$ cat src/rtl/ibex_xif_icache_mem_responder.sv
// Memory-side responder for the icache fetch bus: fixed-latency, in-order
// rvalid/rdata/err answers with bounded outstanding requests and an error window.
module ibex_xif_icache_mem_responder #(
  parameter int unsigned OUTSTANDING = 4,
  parameter int unsigned LATENCY     = 2,
  parameter logic [31:0] SEED        = 32'hDEADBEEF,
  parameter logic [31:0] ERR_BASE    = 32'hFFFF_0000,
  parameter logic [31:0] ERR_LIMIT   = 32'hFFFF_FFFF
) (
  input  logic                               clk,
  input  logic                               rst,
  input  logic                               req_i,
  input  logic [31:0]                        addr_i,
  input  logic                               stall_i,
  output logic                               gnt_o,
  output logic                               rvalid_o,
  output logic [31:0]                        rdata_o,
  output logic                               err_o,
  output logic [$clog2(OUTSTANDING+1)-1:0]   outstanding_o
);

  localparam int unsigned CNT_W      = $clog2(OUTSTANDING + 1);
  localparam int unsigned PTR_W      = (OUTSTANDING > 1) ? $clog2(OUTSTANDING) : 1;
  localparam int unsigned AGE_W      = $clog2(LATENCY + 1);
  localparam int unsigned LAUNCH_AGE = (LATENCY > 1) ? LATENCY - 1 : 1;
  localparam bit          ERR_EN     = (ERR_BASE <= ERR_LIMIT);
  localparam logic [31:0] ERR_SPAN   = ERR_LIMIT - ERR_BASE;

  logic [29:0]      addr_mem_q [OUTSTANDING];
  logic [29:0]      addr_mem_d [OUTSTANDING];
  logic [AGE_W-1:0] age_q      [OUTSTANDING];
  logic [AGE_W-1:0] age_d      [OUTSTANDING];
  logic [PTR_W-1:0] rd_ptr_q, rd_ptr_d;
  logic [PTR_W-1:0] wr_ptr_q, wr_ptr_d;
  logic [CNT_W-1:0] count_q, count_d;
  logic             rvalid_q, rvalid_d;
  logic [31:0]      rdata_q, rdata_d;
  logic             err_q, err_d;

  logic             full, fifo_empty, accept, head_ready, bypass;
  logic             launch, push, pop, in_err;
  logic [AGE_W-1:0] head_age;
  logic [29:0]      launch_addr;
  logic [31:0]      launch_byte_addr;
  logic             unused_addr_lsb;

  assign unused_addr_lsb = ^addr_i[1:0];

  function automatic logic [AGE_W-1:0] age_inc(input logic [AGE_W-1:0] a);
    return (a == AGE_W'(LATENCY)) ? a : a + 1'b1;
  endfunction

  function automatic logic [PTR_W-1:0] ptr_inc(input logic [PTR_W-1:0] p);
    return (p == PTR_W'(OUTSTANDING - 1)) ? '0 : p + 1'b1;
  endfunction

  assign full       = (count_q == CNT_W'(OUTSTANDING));
  assign fifo_empty = (count_q == '0);
  assign gnt_o      = req_i & ~stall_i & ~rst & ~full;
  assign accept     = gnt_o;

  // Ages are evaluated as they stand at this edge: stored age plus one.
  assign head_age   = age_inc(age_q[rd_ptr_q]);
  assign head_ready = (LATENCY == 1) || (head_age >= AGE_W'(LAUNCH_AGE));

  // With LATENCY=1 a request accepted into an empty queue answers at its own accept edge.
  assign bypass = fifo_empty & accept & (LATENCY == 1);
  assign launch = ~rst & ((~fifo_empty & head_ready) | bypass);
  assign push   = accept & ~bypass;
  assign pop    = launch & ~fifo_empty;

  assign launch_addr      = fifo_empty ? addr_i[31:2] : addr_mem_q[rd_ptr_q];
  assign launch_byte_addr = {launch_addr, 2'b00};
  assign in_err           = ERR_EN && ((launch_byte_addr - ERR_BASE) <= ERR_SPAN);

  // NOTE: every always_comb output gets a default first, so no path infers a latch.
  always_comb begin
    rd_ptr_d = pop  ? ptr_inc(rd_ptr_q) : rd_ptr_q;
    wr_ptr_d = push ? ptr_inc(wr_ptr_q) : wr_ptr_q;
    count_d  = count_q;
    unique case ({push, pop})
      2'b10:   count_d = count_q + 1'b1;
      2'b01:   count_d = count_q - 1'b1;
      default: count_d = count_q;
    endcase

    rvalid_d = launch;
    rdata_d  = rdata_q;
    err_d    = err_q;
    if (launch) begin
      err_d   = in_err;
      rdata_d = in_err ? 32'h0 : (launch_byte_addr ^ SEED);
    end
  end

  always_comb begin
    addr_mem_d = addr_mem_q;
    for (int i = 0; i < int'(OUTSTANDING); i++) begin
      age_d[i] = age_inc(age_q[i]);
      if (push && (wr_ptr_q == PTR_W'(i))) begin
        addr_mem_d[i] = addr_i[31:2];
        age_d[i]      = '0;
      end
    end
  end

  // NOTE: state uses non-blocking assignments so all flops sample the same pre-edge values.
  always_ff @(posedge clk) begin
    if (rst) begin
      rd_ptr_q <= '0;
      wr_ptr_q <= '0;
      count_q  <= '0;
      rvalid_q <= 1'b0;
      rdata_q  <= '0;
      err_q    <= 1'b0;
    end else begin
      rd_ptr_q <= rd_ptr_d;
      wr_ptr_q <= wr_ptr_d;
      count_q  <= count_d;
      rvalid_q <= rvalid_d;
      rdata_q  <= rdata_d;
      err_q    <= err_d;
    end
  end

  // NOTE: queue storage is not reset; a slot is only read after a push has written it.
  always_ff @(posedge clk) begin
    addr_mem_q <= addr_mem_d;
    age_q      <= age_d;
  end

  assign rvalid_o      = rvalid_q;
  assign rdata_o       = rdata_q;
  assign err_o         = err_q;
  assign outstanding_o = count_q;

endmodule

$ cat config.mk
export PLATFORM = sky130hd
export DESIGN_NAME = ibex_xif_icache_mem_responder
export DESIGN_NICKNAME = d
export VERILOG_FILES = /design/src/rtl/ibex_xif_icache_mem_responder.sv
export SDC_FILE = /design/constraint.sdc
export NUM_CORES = 1
export LEC_CHECK = 0
export BUFFER_PORTS_ARGS = -buffer_cell sky130_fd_sc_hd__buf_2
export CAP_MARGIN = 20
export CORE_MARGIN = 2
export CORE_UTILIZATION = 46
export DETAILED_ROUTE_END_ITERATION = 16
export HOLD_SLACK_MARGIN = 0.06
export PLACE_DENSITY_LB_ADDON = 0.3
export SLEW_MARGIN = 20
export SYNTH_ARGS = -nofsm -noshare
export SYNTH_HDL_FRONTEND = slang
export SYNTH_SLANG_ARGS = --single-unit
$ cat constraint.sdc
create_clock -name clk -period 4 [get_ports clk]
set_clock_uncertainty 0.05 [all_clocks]
set_input_delay 0 -clock clk [delete_from_list [all_inputs] [get_ports clk]]
set_output_delay 0 -clock clk [all_outputs]
set_load 0.01 [all_outputs]
==> flow_metrics.tcl <==
set metrics [dict create \
    status "completed" \
    wl_per_cell_um 18.1 \
    viasPerCell 5.31 \
    grt-ovfl-total 0 \
    worst_slew_pin_slew_ps 958 \
    nets 580 \
    drive_gt1_frac 0.267 \
    whs_ps 296 \
    cts_resized 0 \
    synth_top_area_cell "edfxtp_1" \
    yosys_most_used_dff "edfxtp_1" \
    critPathCaptureType "register" \
    slowest_stage "dfxtp_2" \
    avgSynthCellArea_um2 15.8 \
    grt_max_degree 33 \
    gp_congestion 0.710 \
    synth_cells 423 \
    post_dp_cell_area_um2 7200 \
    die_w_um 125 \
    n_antenna_cell 0 \
    boundaryPins 74 \
    dp.cells 665 \
    antenna_found_initial 0 \
    timing.fmax_mhz 301 \
    power_leakage_nw 2.95 \
    tns_ps 0 \
    first_iter_violations 228 \
    final_cell_area_um2 8130 \
    yosys-top-cells-count "120 x edfxtp_1, 48 x dfxtp_1, 42 x nand2_1" \
    postCtsSetupBuffers 0 \
    drt-pass1-iter-count 4 \
    r2r_slack_ps 680 \
    worst-path-stages 11 \
    min-delay-path-class "input port to register" \
    clk_pin_slew_ps 60 \
    grt_pass1_vias 4097 \
    cts_tree "built" \
    critPathTopFamily "simple AND/OR/NAND/NOR gates" \
    yosysMostFrequentCell "edfxtp_1" \
    hold_viol 0 \
    routed_wl_um 13200 \
    dp_hpwl_um 7960 \
    synthDistinctLibCells 41 \
    clock_sinks 168 \
    post_layout_nonfiller_instances 730 \
    cts_max_level 4 \
    io_buffers 71 \
    clockBufferDepth 2 \
    synth_area_um2 6700 \
    drc 0 \
    grt_use_total 0.182 \
    cp_max_fo 24 \
    coreArea_um2 14400 \
    die_h_um 125 \
    power_density_nw_per_um2 664 \
    synth_nets 470 \
    holdPathStages 2 \
    setup_violations 0 \
    relSlewSlack 0.360 \
    critPathKind "register to register" \
    area.growth.synth_to_final_pct 21.4 \
    ir_drop_mv 0.394 \
    ys_ff_latch 168 \
    synthArstFlopShare 0 \
    yosys.area.top_type_share 0.538 \
    initial_core_util 0.466 \
    rows 44 \
    synth-seq-area-share 0.682 \
    finalPower_mw 5.40 \
    via_count 3878 \
    clk_latency_ps 430 \
    cts_hold_buffers 33 \
    slew_viol_final 0 \
    crit_path_cell_trace "nand3b_1 > a21oi_2 > nor3_4 > nand2_4 > inv_2 > ha_1 > inv_1 > fa_1 > xor2_1 > or3_1 > a21oi_1" \
    die_area_um2 15500 \
    grt_pass1_wl_um 21500 \
    cp_data_required_time_ps 4290 \
    rr_worst_depth 11 \
    cts_buffers 17 \
    arrival_ps 3610 \
    min_period_over_period 0.830 \
    rsz0062_at_grt "false" \
    yosysWarnings 0 \
    synth.area.top_cells "edfxtp_1 54%, dfxtp_1 14%, mux4_2 7.1%" \
    cp_slowest_stage_delay_ps 860 \
    clockRootBuffer "clkbuf_16" \
    ant_nets 0 \
    cp_num_buf_inv 2 \
    worstSetupStartpointType "register" \
    synth-edff-count 120 \
    min_period_ps 3320 \
    drv_cap 0 \
]
sequential cells by signal (all words and copies together), names as in the netlist:
| name | flops |
|---|---|
| outstanding_o | 3 |
| err_o | 1 |
| age_q | 8 |
| rd_ptr_q | 2 |
| wr_ptr_q | 2 |
| addr_mem_q | 120 |
| rdata_o | 31 |
| rvalid_o | 1 |
layer usage:
layer	GRT usage	wire, um	share of wire	vias to the layer above
li1	-	-	-	1828
met1	0.228	5800	0.44	1942
met4	0.0694	150	0.011	0
met3	0.0438	585	0.044	18
met2	0.307	6700	0.51	90
met5	0	0	0	-
where the power goes:
part	internal (mW)	switching (mW)
clock	1.00	0.614
combinational	0.702	0.793
sequential	2.07	0.214
path summary, 6_finish.rpt:
path / from / to
worst max-delay path: rd_ptr_q[0] / outstanding_o[2]
worst min-delay path: addr_i[31] / addr_mem_q[119]
worst max register to register: rd_ptr_q[0] / outstanding_o[2]
worst min register to register: rdata_o[6] / rdata_o[6]
worst register-to-register path, delay by kind of cell, from the launching register on:
family,cells,cell delay (ps)
buffers and inverters,2,330
adders and majority gates,2,620
xor gates and xnor gates,1,160
DFF,1,860
and+or+nand+nor,4,970
AOI/OAI and AO/OA,2,270
cells by family (layout without fill, tap and decap cells):
kind of cell,count (synthesis),count (layout),synth area share
xor+xnor,6,6,0.00785
mux,50,50,0.136
compound gates,42,42,0.0473
simple gates,111,111,0.0760
flops,168,168,0.682
buf+inv,35,158,0.0297
fa+ha+maj,11,11,0.0217
stage by stage:
step	setup slack (ps)	utilization
after floorplan	1170	-
after detailed placement	647	0.501
final	679	0.566
after CTS	627	0.566
after global routing	438	0.566
after global placement	730	0.501
cell usage in the layout, fill, tap and decap left out, types with 3 or more instances in the layout:
| cell | n |
|---|---|
| a211oi_1 | 8 |
| a21oi_1 | 6 |
| and2_1 | 4 |
| buf_2 | 71 |
| buf_4 | 9 |
| clkbuf_1 | 3 |
| clkbuf_16 | 17 |
| clkbuf_8 | 5 |
| clkinvlp_4 | 3 |
| dfxtp_1 | 47 |
| dlygate4sd3_1 | 33 |
| edfxtp_1 | 120 |
| ha_1 | 10 |
| inv_1 | 12 |
| mux2i_1 | 20 |
| mux4_1 | 9 |
| mux4_2 | 21 |
| nand2_1 | 42 |
| nand3_1 | 17 |
| nand4_1 | 4 |
| nor2_1 | 33 |
| o21ai_0 | 4 |
| o21ai_1 | 8 |
| o31ai_2 | 8 |
| xor2_1 | 6 |
cell type report:
class                   instances  area (um2)
inverters                      13        48.8
well taps                     184         230
fillers                      1134        6240
clock inverters                 7        92.6
multi-input cells             220        1930
flip-flops and latches        168        4570
clock buffers                  25         505
repair buffers                113         753
No activity file was read; power rests on OpenSTA's default activity.
